### config.mk
export PLATFORM = sky130hd
export DESIGN_NAME = button_press_encoder
export DESIGN_NICKNAME = d
export VERILOG_FILES = /design/src/rtl/button_press_encoder.sv
export SDC_FILE = /design/constraint.sdc
export NUM_CORES = 1
export LEC_CHECK = 0
export ABC_AREA = 1
export BUFFER_PORTS_ARGS = -buffer_cell sky130_fd_sc_hd__buf_2
export CAP_MARGIN = 15
export CELL_PAD_IN_SITES_DETAIL_PLACEMENT = 0
export CELL_PAD_IN_SITES_GLOBAL_PLACEMENT = 1
export CORE_UTILIZATION = 35
export DETAILED_ROUTE_END_ITERATION = 7
export GPL_TIMING_DRIVEN = 0
export PLACE_DENSITY = 0.61
export SETUP_SLACK_MARGIN = 0.1
export SKIP_LAST_GASP = 1
export SYNTH_ARGS = -nofsm -noshare
export SYNTH_HDL_FRONTEND = slang
export SYNTH_SLANG_ARGS = --single-unit
### constraint.sdc
create_clock -name clock -period 2.7 [get_ports clock]
set_input_delay 0.405 -clock clock [delete_from_list [all_inputs] [get_ports clock]]
set_output_delay 0.405 -clock clock [all_outputs]
set_load 0.01 [all_outputs]
### src/rtl/button_press_encoder.sv
// rtl/button_press_encoder.sv - synchronise, debounce and encode the four game buttons
module button_press_encoder #(
    parameter int DEBOUNCE_CYCLES = 16,
    parameter int CNT_W           = 5
) (
    input  logic       clock,
    input  logic       reset,
    input  logic [3:0] buttonIn,
    output logic [1:0] codeOut,
    output logic       codeValid,
    output logic       buttonHeld,
    output logic       multiPress
);

    // Counter value at which a persistent difference is accepted as the new level.
    localparam logic [CNT_W-1:0] CNT_LAST = CNT_W'(DEBOUNCE_CYCLES - 1);
    localparam logic [CNT_W-1:0] CNT_ONE  = CNT_W'(1);

    typedef enum logic [1:0] {
        IDLE    = 2'd0,
        PRESSED = 2'd1,
        MULTI   = 2'd2
    } state_t;

    logic [3:0]       sync_meta;
    logic [3:0]       sync;
    logic [3:0]       stable;
    logic [3:0]       stable_d;
    logic [3:0]       rise;
    logic [CNT_W-1:0] cnt [4];
    logic [2:0]       stable_count;

    state_t     state;
    state_t     state_next;
    logic [1:0] code_next;
    logic       valid_next;
    logic       multi_next;

    // Number of buttons currently accepted as pressed.
    function automatic logic [2:0] count_ones(input logic [3:0] v);
        count_ones = {2'b00, v[0]} + {2'b00, v[1]} + {2'b00, v[2]} + {2'b00, v[3]};
    endfunction

    // Colour code of a one-hot button vector (bit index -> code).
    function automatic logic [1:0] encode(input logic [3:0] v);
        logic [1:0] idx;
        idx = 2'd0;
        for (int i = 0; i < 4; i++) begin
            if (v[i]) begin
                idx = 2'(i);
            end
        end
        encode = idx;
    endfunction

    // Two-flop synchroniser; the only place the raw buttons are sampled.
    always_ff @(posedge clock or posedge reset) begin
        if (reset) begin
            sync_meta <= 4'b0000;
            sync      <= 4'b0000;
        end else begin
            sync_meta <= buttonIn;
            sync      <= sync_meta;
        end
    end

    // Per-button debounce: a level change is accepted only after it has
    // persisted for DEBOUNCE_CYCLES consecutive cycles; any return to the
    // accepted level restarts the count.
    always_ff @(posedge clock or posedge reset) begin
        if (reset) begin
            stable <= 4'b0000;
            for (int i = 0; i < 4; i++) begin
                cnt[i] <= '0;
            end
        end else begin
            for (int i = 0; i < 4; i++) begin
                if (sync[i] == stable[i]) begin
                    cnt[i] <= '0;
                end else if (cnt[i] == CNT_LAST) begin
                    stable[i] <= sync[i];
                    cnt[i]    <= '0;
                end else begin
                    cnt[i] <= cnt[i] + CNT_ONE;
                end
            end
        end
    end

    // Previous accepted levels, for press edge detection.
    always_ff @(posedge clock or posedge reset) begin
        if (reset) begin
            stable_d <= 4'b0000;
        end else begin
            stable_d <= stable;
        end
    end

    assign rise         = stable & ~stable_d;
    assign stable_count = count_ones(stable);

    // Press classification: a lone accepted press yields a code, a
    // simultaneous accept of several buttons yields a multi-press strobe,
    // and nothing more happens until every button is released.
    always_comb begin
        state_next = state;
        code_next  = codeOut;
        valid_next = 1'b0;
        multi_next = 1'b0;
        case (state)
            IDLE: begin
                if (count_ones(rise) == 3'd1 && stable_count == 3'd1) begin
                    code_next  = encode(rise);
                    valid_next = 1'b1;
                    state_next = PRESSED;
                end else if (stable_count >= 3'd2) begin
                    multi_next = 1'b1;
                    state_next = MULTI;
                end
            end
            PRESSED: begin
                if (stable == 4'b0000) begin
                    state_next = IDLE;
                end
            end
            MULTI: begin
                if (stable == 4'b0000) begin
                    state_next = IDLE;
                end
            end
            default: begin
                state_next = IDLE;
            end
        endcase
    end

    // State and registered outputs; the code is kept until the next accepted press.
    always_ff @(posedge clock or posedge reset) begin
        if (reset) begin
            state      <= IDLE;
            codeOut    <= 2'b00;
            codeValid  <= 1'b0;
            multiPress <= 1'b0;
        end else begin
            state      <= state_next;
            codeOut    <= code_next;
            codeValid  <= valid_next;
            multiPress <= multi_next;
        end
    end

    assign buttonHeld = (state != IDLE);

endmodule

==> results of run 1 <==
[state kept, by name, summed over array words and instances, names as in the netlist]
name        cells
multiPress      1
state           2
cnt            20
codeOut         2
codeValid       1
sync_meta       4
stable          4
stable_d        4
sync            4
[worst reg2reg max path: stages, from the launching register on]
cell	delay [ns]
dfrtp_1	0.38
inv_1	0.10
nor2_1	0.24
fa_1	0.44
ha_1	0.19
ha_1	0.27
nor2_1	0.12
nand3_2	0.12
nor2_4	0.14
inv_2	0.06
nand2_1	0.07
o21ai_2	0.05
[worst paths after layout]
check	cells after the start	startpoint	end
setup / recovery	11	stable[3]	codeOut[0]
hold / removal	1	buttonIn[0]	sync_meta[0]
setup reg to reg	11	stable[3]	codeOut[0]
hold reg to reg	0	sync_meta[3]	sync[3]
max in group asynchronous	2	reset	cnt[13]
min in group asynchronous	2	reset	cnt[3]
[power groups by stage]
stage / combinational [mW] / sequential, mW / clock (mW)
2_1_floorplan: 0.0358 / 0.671 / 0
3_3_place_gp: 0.0462 / 0.674 / 0
3_5_place_dp: 0.0488 / 0.675 / 0
4_1_cts: 0.0490 / 0.663 / 0.391
5_1_grt: 0.0584 / 0.665 / 0.411
6_report: 0.0468 / 0.663 / 0.366
[cells in the mapped netlist (all sizes together)]
| library cell | count | area share (%) |
|---|---|---|
| dfrtp | 42 | 60 |
| inv | 29 | 6.2 |
| nor2 | 24 | 5.7 |
| nand2 | 23 | 4.9 |
| ha | 11 | 7.8 |
| a21oi | 9 | 2.6 |
| nand3 | 8 | 2.6 |
| o21ai | 6 | 1.9 |
| and3 | 4 | 1.4 |
| nor3 | 4 | 1.1 |
| xnor2 | 4 | 2.0 |
| xor2 | 4 | 2.0 |
| fa | 2 | 2.3 |
[stage by stage]
step	area, um2	hold WS (ns)	power [mW]	utilization [%]
after floorplan	1760	0.331	0.707	-
after global placement	1900	0.338	0.720	39.6
after detailed placement	1900	0.337	0.724	39.6
after CTS	1970	0.209	1.10	41.2
after global routing	1970	0.200	1.13	41.2
final	1970	0.223	1.08	41.2
[kinds of logic (layout without fill, tap and decap cells)]
kind of cell    Yosys count  count (layout)
compound gates           15              15
xor+xnor                  8               8
fa+ha+maj                13              13
buf+inv                  29              46
flops                    42              42
simple gates             63              63
[cell usage in the layout (no fill, tap or decap)]
| cell | Yosys | final |
|---|---|---|
| a21oi_1 | 9 | 9 |
| and3_1 | 4 | 4 |
| buf_2 | 0 | 10 |
| clkbuf_1 | 0 | 2 |
| clkbuf_8 | 0 | 5 |
| dfrtp_1 | 42 | 42 |
| fa_1 | 2 | 2 |
| ha_1 | 11 | 11 |
| inv_1 | 28 | 27 |
| inv_2 | 1 | 2 |
| nand2_1 | 23 | 23 |
| nand3_1 | 7 | 7 |
| nand3_2 | 1 | 1 |
| nor2_1 | 22 | 22 |
| nor2_2 | 1 | 1 |
| nor2_4 | 1 | 1 |
| nor3_1 | 4 | 4 |
| o21ai_0 | 4 | 4 |
| o21ai_1 | 1 | 1 |
| o21ai_2 | 1 | 1 |
| xnor2_1 | 4 | 4 |
| xor2_1 | 4 | 4 |
[routing by layer]
layer | global-route usage, % | up-vias | share of wire [%]
met5 | 0 | - | 0
met4 | 5.88 | 0 | 1.8
met3 | 4.56 | 5 | 3.5
met2 | 21.7 | 13 | 50
met1 | 13.7 | 521 | 45
li1 | - | 559 | -
[layout make-up]
| type | count | area (um2) |
|---|---|---|
| Fill cell | 507 | 2810 |
| Inverter | 29 | 109 |
| Multi-Input combinational cell | 99 | 603 |
| Clock buffer | 7 | 76.3 |
| Sequential cell | 42 | 1050 |
| Tap cell | 67 | 83.8 |
| Timing Repair Buffer | 10 | 50.0 |
==> flow_metrics.tcl, run 1 <==
set metrics [dict create \
    p_comb_share_pct 4.4 \
    syn_inst 170 \
    rsz0062_at_grt "false" \
    antenna_found_initial 0 \
    routed_wl_um 2600 \
    insertion_delay_ns 0.28 \
    synth_xor_area_share_pct 3.97 \
    hold_viol 0 \
    fin_cells 254 \
    crit_chain "inv_1 > nor2_1 > fa_1 > ha_1 > ha_1 > nor2_1 > nand3_2 > nor2_4 > inv_2 > nand2_1 > o21ai_2" \
    die_w_um 73.0 \
    cts_resized 0 \
    syn-num-nets 189 \
    period_needed_ns 2.29 \
    synth_area_mm2 0.00176 \
    via_per_inst 4.32 \
    setup_viol 0 \
    ant_nets 0 \
    vias 1098 \
    synthSimpleGateAreaFrac_pct 15.7 \
    slew_violations 0 \
    p_sw_uw 232 \
    drc 0 \
    fmax_mhz 438 \
    numCtsBuffers 5 \
    start_util_pct 36.8 \
    grt_start_max_net_pins 43 \
    postCtsSetupBuffers 0 \
    nets 206 \
    layout-area-overhead-vs-synth_pct 11.9 \
    setup_slack_ns 0.415 \
    switching_share_pct 21.6 \
    grt_pass1_vias 1198 \
    ys_seq_area_share_pct 59.6 \
    path_max_fanout 4 \
    grt_pass1_wl_um 4970 \
    seqPwrFrac_pct 61.6 \
    gp_congestion 0.801 \
    p_int_uw 844 \
    yosysWarningCount 0 \
    synth_cell_types 19 \
    h-tree-depth 2 \
    drive_gt1_share_pct 11.2 \
    arrival_ns 2.46 \
    critPathLaunchType "flop" \
    fin_skew_ns 0.00528 \
    peakVddDrop_v 0.000356 \
    ios 11 \
    synth_top_family_by_area "simple AND/OR/NAND/NOR gates" \
    track_usage_pct 12.6 \
    critPathKind "reg2reg" \
    path_buf_inv 2 \
    synthAdderAreaFrac_pct 10.1 \
    reg2reg_slack_ns 0.41 \
    num_antenna_cells 0 \
    core_area_mm2 0.00479 \
    synth_seq_cells 42 \
    maxSlewHeadroom_pct 42.5 \
    drtIter0Drc 47 \
    endpoint_kind "flop" \
    clkPwrFrac_pct 34.1 \
    cts_buffer_depth 2 \
    muxShareOfSynthArea_pct 0 \
    synth_compound_area_share_pct 4.47 \
    cts_hold_buf 0 \
    fp.dieH_um 73.0 \
    worst_pin_slew_ns 0.861 \
    dieArea_mm2 0.00532 \
    syn_avg_cell_area_um2 10.4 \
    grt-ovfl-total 0 \
    crit_family "adder cells" \
    finalCritPeriodShare_pct 84.6 \
    port_buffers 10 \
    worstPathRequired_ns 2.87 \
    critPathSlowestCell "fa_1" \
    powerDensity_mw_per_mm2 545 \
    num_rows 25 \
    hpwl_um 1940 \
    clk_pin_slew_worst_paths_ns 0.07 \
    slowest_delay_ns 0.44 \
    root_buffer "clkbuf_8" \
    hold_class "in2reg" \
    dp_slack_ns 0.370 \
    maxCapViolCount 0 \
    place_inst 247 \
    wire_per_inst_um 10.2 \
    cts_sinks 42 \
    leakagePower_nw 1.06 \
    fin_tns_setup_ns 0 \
    firstDrtPassIters 2 \
    outcome "completed" \
    cts_tree "yes" \
]
Power figures use the tool's default switching activity.
==> inputs of run 2 (changes only) <==
- clock period: 2.7 -> 2.2 ns (I/O delays scaled with it)
==> flow_metrics.tcl, run 2 (synthesis results as in run 1) <==
set metrics [dict create \
    drc 0 \
    critPathSlowestCell "fa_1" \
    wire_per_inst_um 9.53 \
    met2_usage_pct 20.0 \
    final_common_cell "dfrtp_1" \
    critPathKind "reg2reg" \
    crit_chain "inv_2 > nor2_2 > fa_1 > ha_2 > ha_4 > nor2_4 > nand3_4 > nor2_4 > inv_2 > nand2_2 > o21ai_2" \
    cts_sinks 42 \
    grt_pass1_wl_um 4660 \
    antenna_found_initial 0 \
    startpoint "stable[0]" \
    finalCritPeriodShare_pct 93.8 \
    fin_skew_ns 0.00783 \
    clk_pin_slew_worst_paths_ns 0.08 \
    leakagePower_nw 1.10 \
    rsz0062_at_grt "true" \
    nets 216 \
    vias 1132 \
    grt_start_max_net_pins 43 \
    track_usage_pct 11.7 \
    die_w_um 73.0 \
    seqPwrFrac_pct 61.2 \
    slew_violations 0 \
    gp_congestion 0.744 \
    place_inst 247 \
    switching_share_pct 22.0 \
    dieArea_mm2 0.00532 \
    fillers 488 \
    worst_pin_slew_ns 0.852 \
    worstPathRequired_ns 2.37 \
    port_buffers 10 \
    insertion_delay_ns 0.28 \
    firstDrtPassIters 4 \
    grt-ovfl-total 0 \
    powerDensity_mw_per_mm2 623 \
    endpoint_kind "flop" \
    maxCapViolCount 0 \
    critPathLaunchType "flop" \
    worst_hold_slack_ns 0.144 \
    maxSlewHeadroom_pct 43.1 \
    p_int_mw 1.04 \
    hpwl_um 1820 \
    fmax_mhz 485 \
    routed_wl_um 2520 \
    numCtsBuffers 5 \
    root_buffer "clkbuf_8" \
    start_util_pct 36.8 \
    clkPwrFrac_pct 34.5 \
    p_comb_share_pct 4.4 \
    grt_pass1_vias 1150 \
    peakVddDrop_v 0.000465 \
    drive_gt1_share_pct 25.4 \
    largest_register "cnt" \
    fin_tns_setup_ns 0 \
    slowest_delay_ns 0.54 \
    ant_nets 0 \
    grt_use_met3_pct 4.14 \
    h-tree-depth 2 \
    placed_cell_area_mm2 0.00190 \
    num_antenna_cells 0 \
    outcome "completed" \
    arrival_ns 2.23 \
    stdcell_area_mm2 0.00213 \
    setup_viol 0 \
    cts_buffer_depth 2 \
    mostFrequentLayoutCells "dfrtp_1 (42), inv_1 (22), nand2_1 (20)" \
    core_area_mm2 0.00479 \
    reg2reg_slack_ns 0.14 \
    fp.dieH_um 73.0 \
    ios 11 \
    hold_viol 0 \
    fin_cells 264 \
    drtIter0Drc 42 \
    hold_class "in2reg" \
    period_needed_ns 2.06 \
    path_max_fanout 4 \
    r2r-start "stable[0]" \
    layout-area-overhead-vs-synth_pct 20.8 \
    num_rows 25 \
    largest_reg_flops 20 \
    holdCritStartpoint "buttonIn[3]" \
    grt.met1_usage_pct 13.3 \
    cts_tree "yes" \
    cts_hold_buf 0 \
    via_per_inst 4.29 \
    p_sw_uw 293 \
    busiest_layer "met2" \
]
-- run 2: cell count changes in the layout (fill, tap and decap cells not counted), moves of 2 or more --
cell	change
inv_1	-5
buf_4	+10
nor2_1	-5
nand2_2	+3
ha_4	+2
inv_2	+5
ha_1	-4
ha_2	+2
nor2_2	+2
nor2_4	+3
nand2_1	-3
-- run 2: timing repair --
item	in CTS	in global routing
setup buffers	7	3
pin swaps	7	6
setup endpoints to repair	4	4
gates resized for setup	15	5
endpoints found under the hold margin	0	0
-- run 2: worst paths after layout --
path	end	cells past startpoint
min reg2reg	sync[2]	0
max reg2reg	codeOut[0]	11
min	sync_meta[3]	1
max	codeOut[0]	11
max in group asynchronous	codeValid	2
min in group asynchronous	sync_meta[3]	2
-- run 2: critical path: cells and delay by family, from the launching register on --
kind	cells	cell delay [ns]
AO/OA/AOI/OAI	1	0.04
adder cells (fa/ha/maj)	3	0.92
buffers and inverters	2	0.16
flip-flops	1	0.39
AND/OR/NAND/NOR	5	0.44
-- run 2: per-stage QoR --
| step | total power [mW] | worst slack, ns | utilization [%] |
|---|---|---|---|
| 2_1_floorplan | 0.868 | 0.106 | - |
| 3_3_place_gp | 0.883 | -0.0420 | 39.7 |
| 3_5_place_dp | 0.887 | -0.0638 | 39.7 |
| 4_1_cts | 1.35 | 0.0969 | 43.8 |
| 5_1_grt | 1.40 | 0.0311 | 44.5 |
| 6_report | 1.33 | 0.137 | 44.5 |
-- run 2: layout make-up --
cell class / count / area, um2 / area share (%)
Sequential cell: 42 / 1050 / 49.4
Tap cell: 67 / 83.8 / 3.94
Multi-Input combinational cell: 99 / 681 / 32.0
Clock inverter: 1 / 7.51 / 0.353
Inverter: 29 / 109 / 5.11
Timing Repair Buffer: 20 / 125 / 5.88
Clock buffer: 6 / 72.6 / 3.41
-- run 2: per-layer routing --
metal	part of all wire (%)	wire, um
met5	0	0
met4	0.52	13
met3	3.5	87
met2	51	1290
met1	45	1130
-- run 2: power by group through the flow --
stage	registers, mW	clock network (mW)	logic, mW
after floorplan	0.824	0	0.0439
after global placement	0.827	0	0.0565
after detailed placement	0.828	0	0.0591
after CTS	0.812	0.481	0.0601
after global routing	0.816	0.512	0.0724
final	0.812	0.458	0.0578
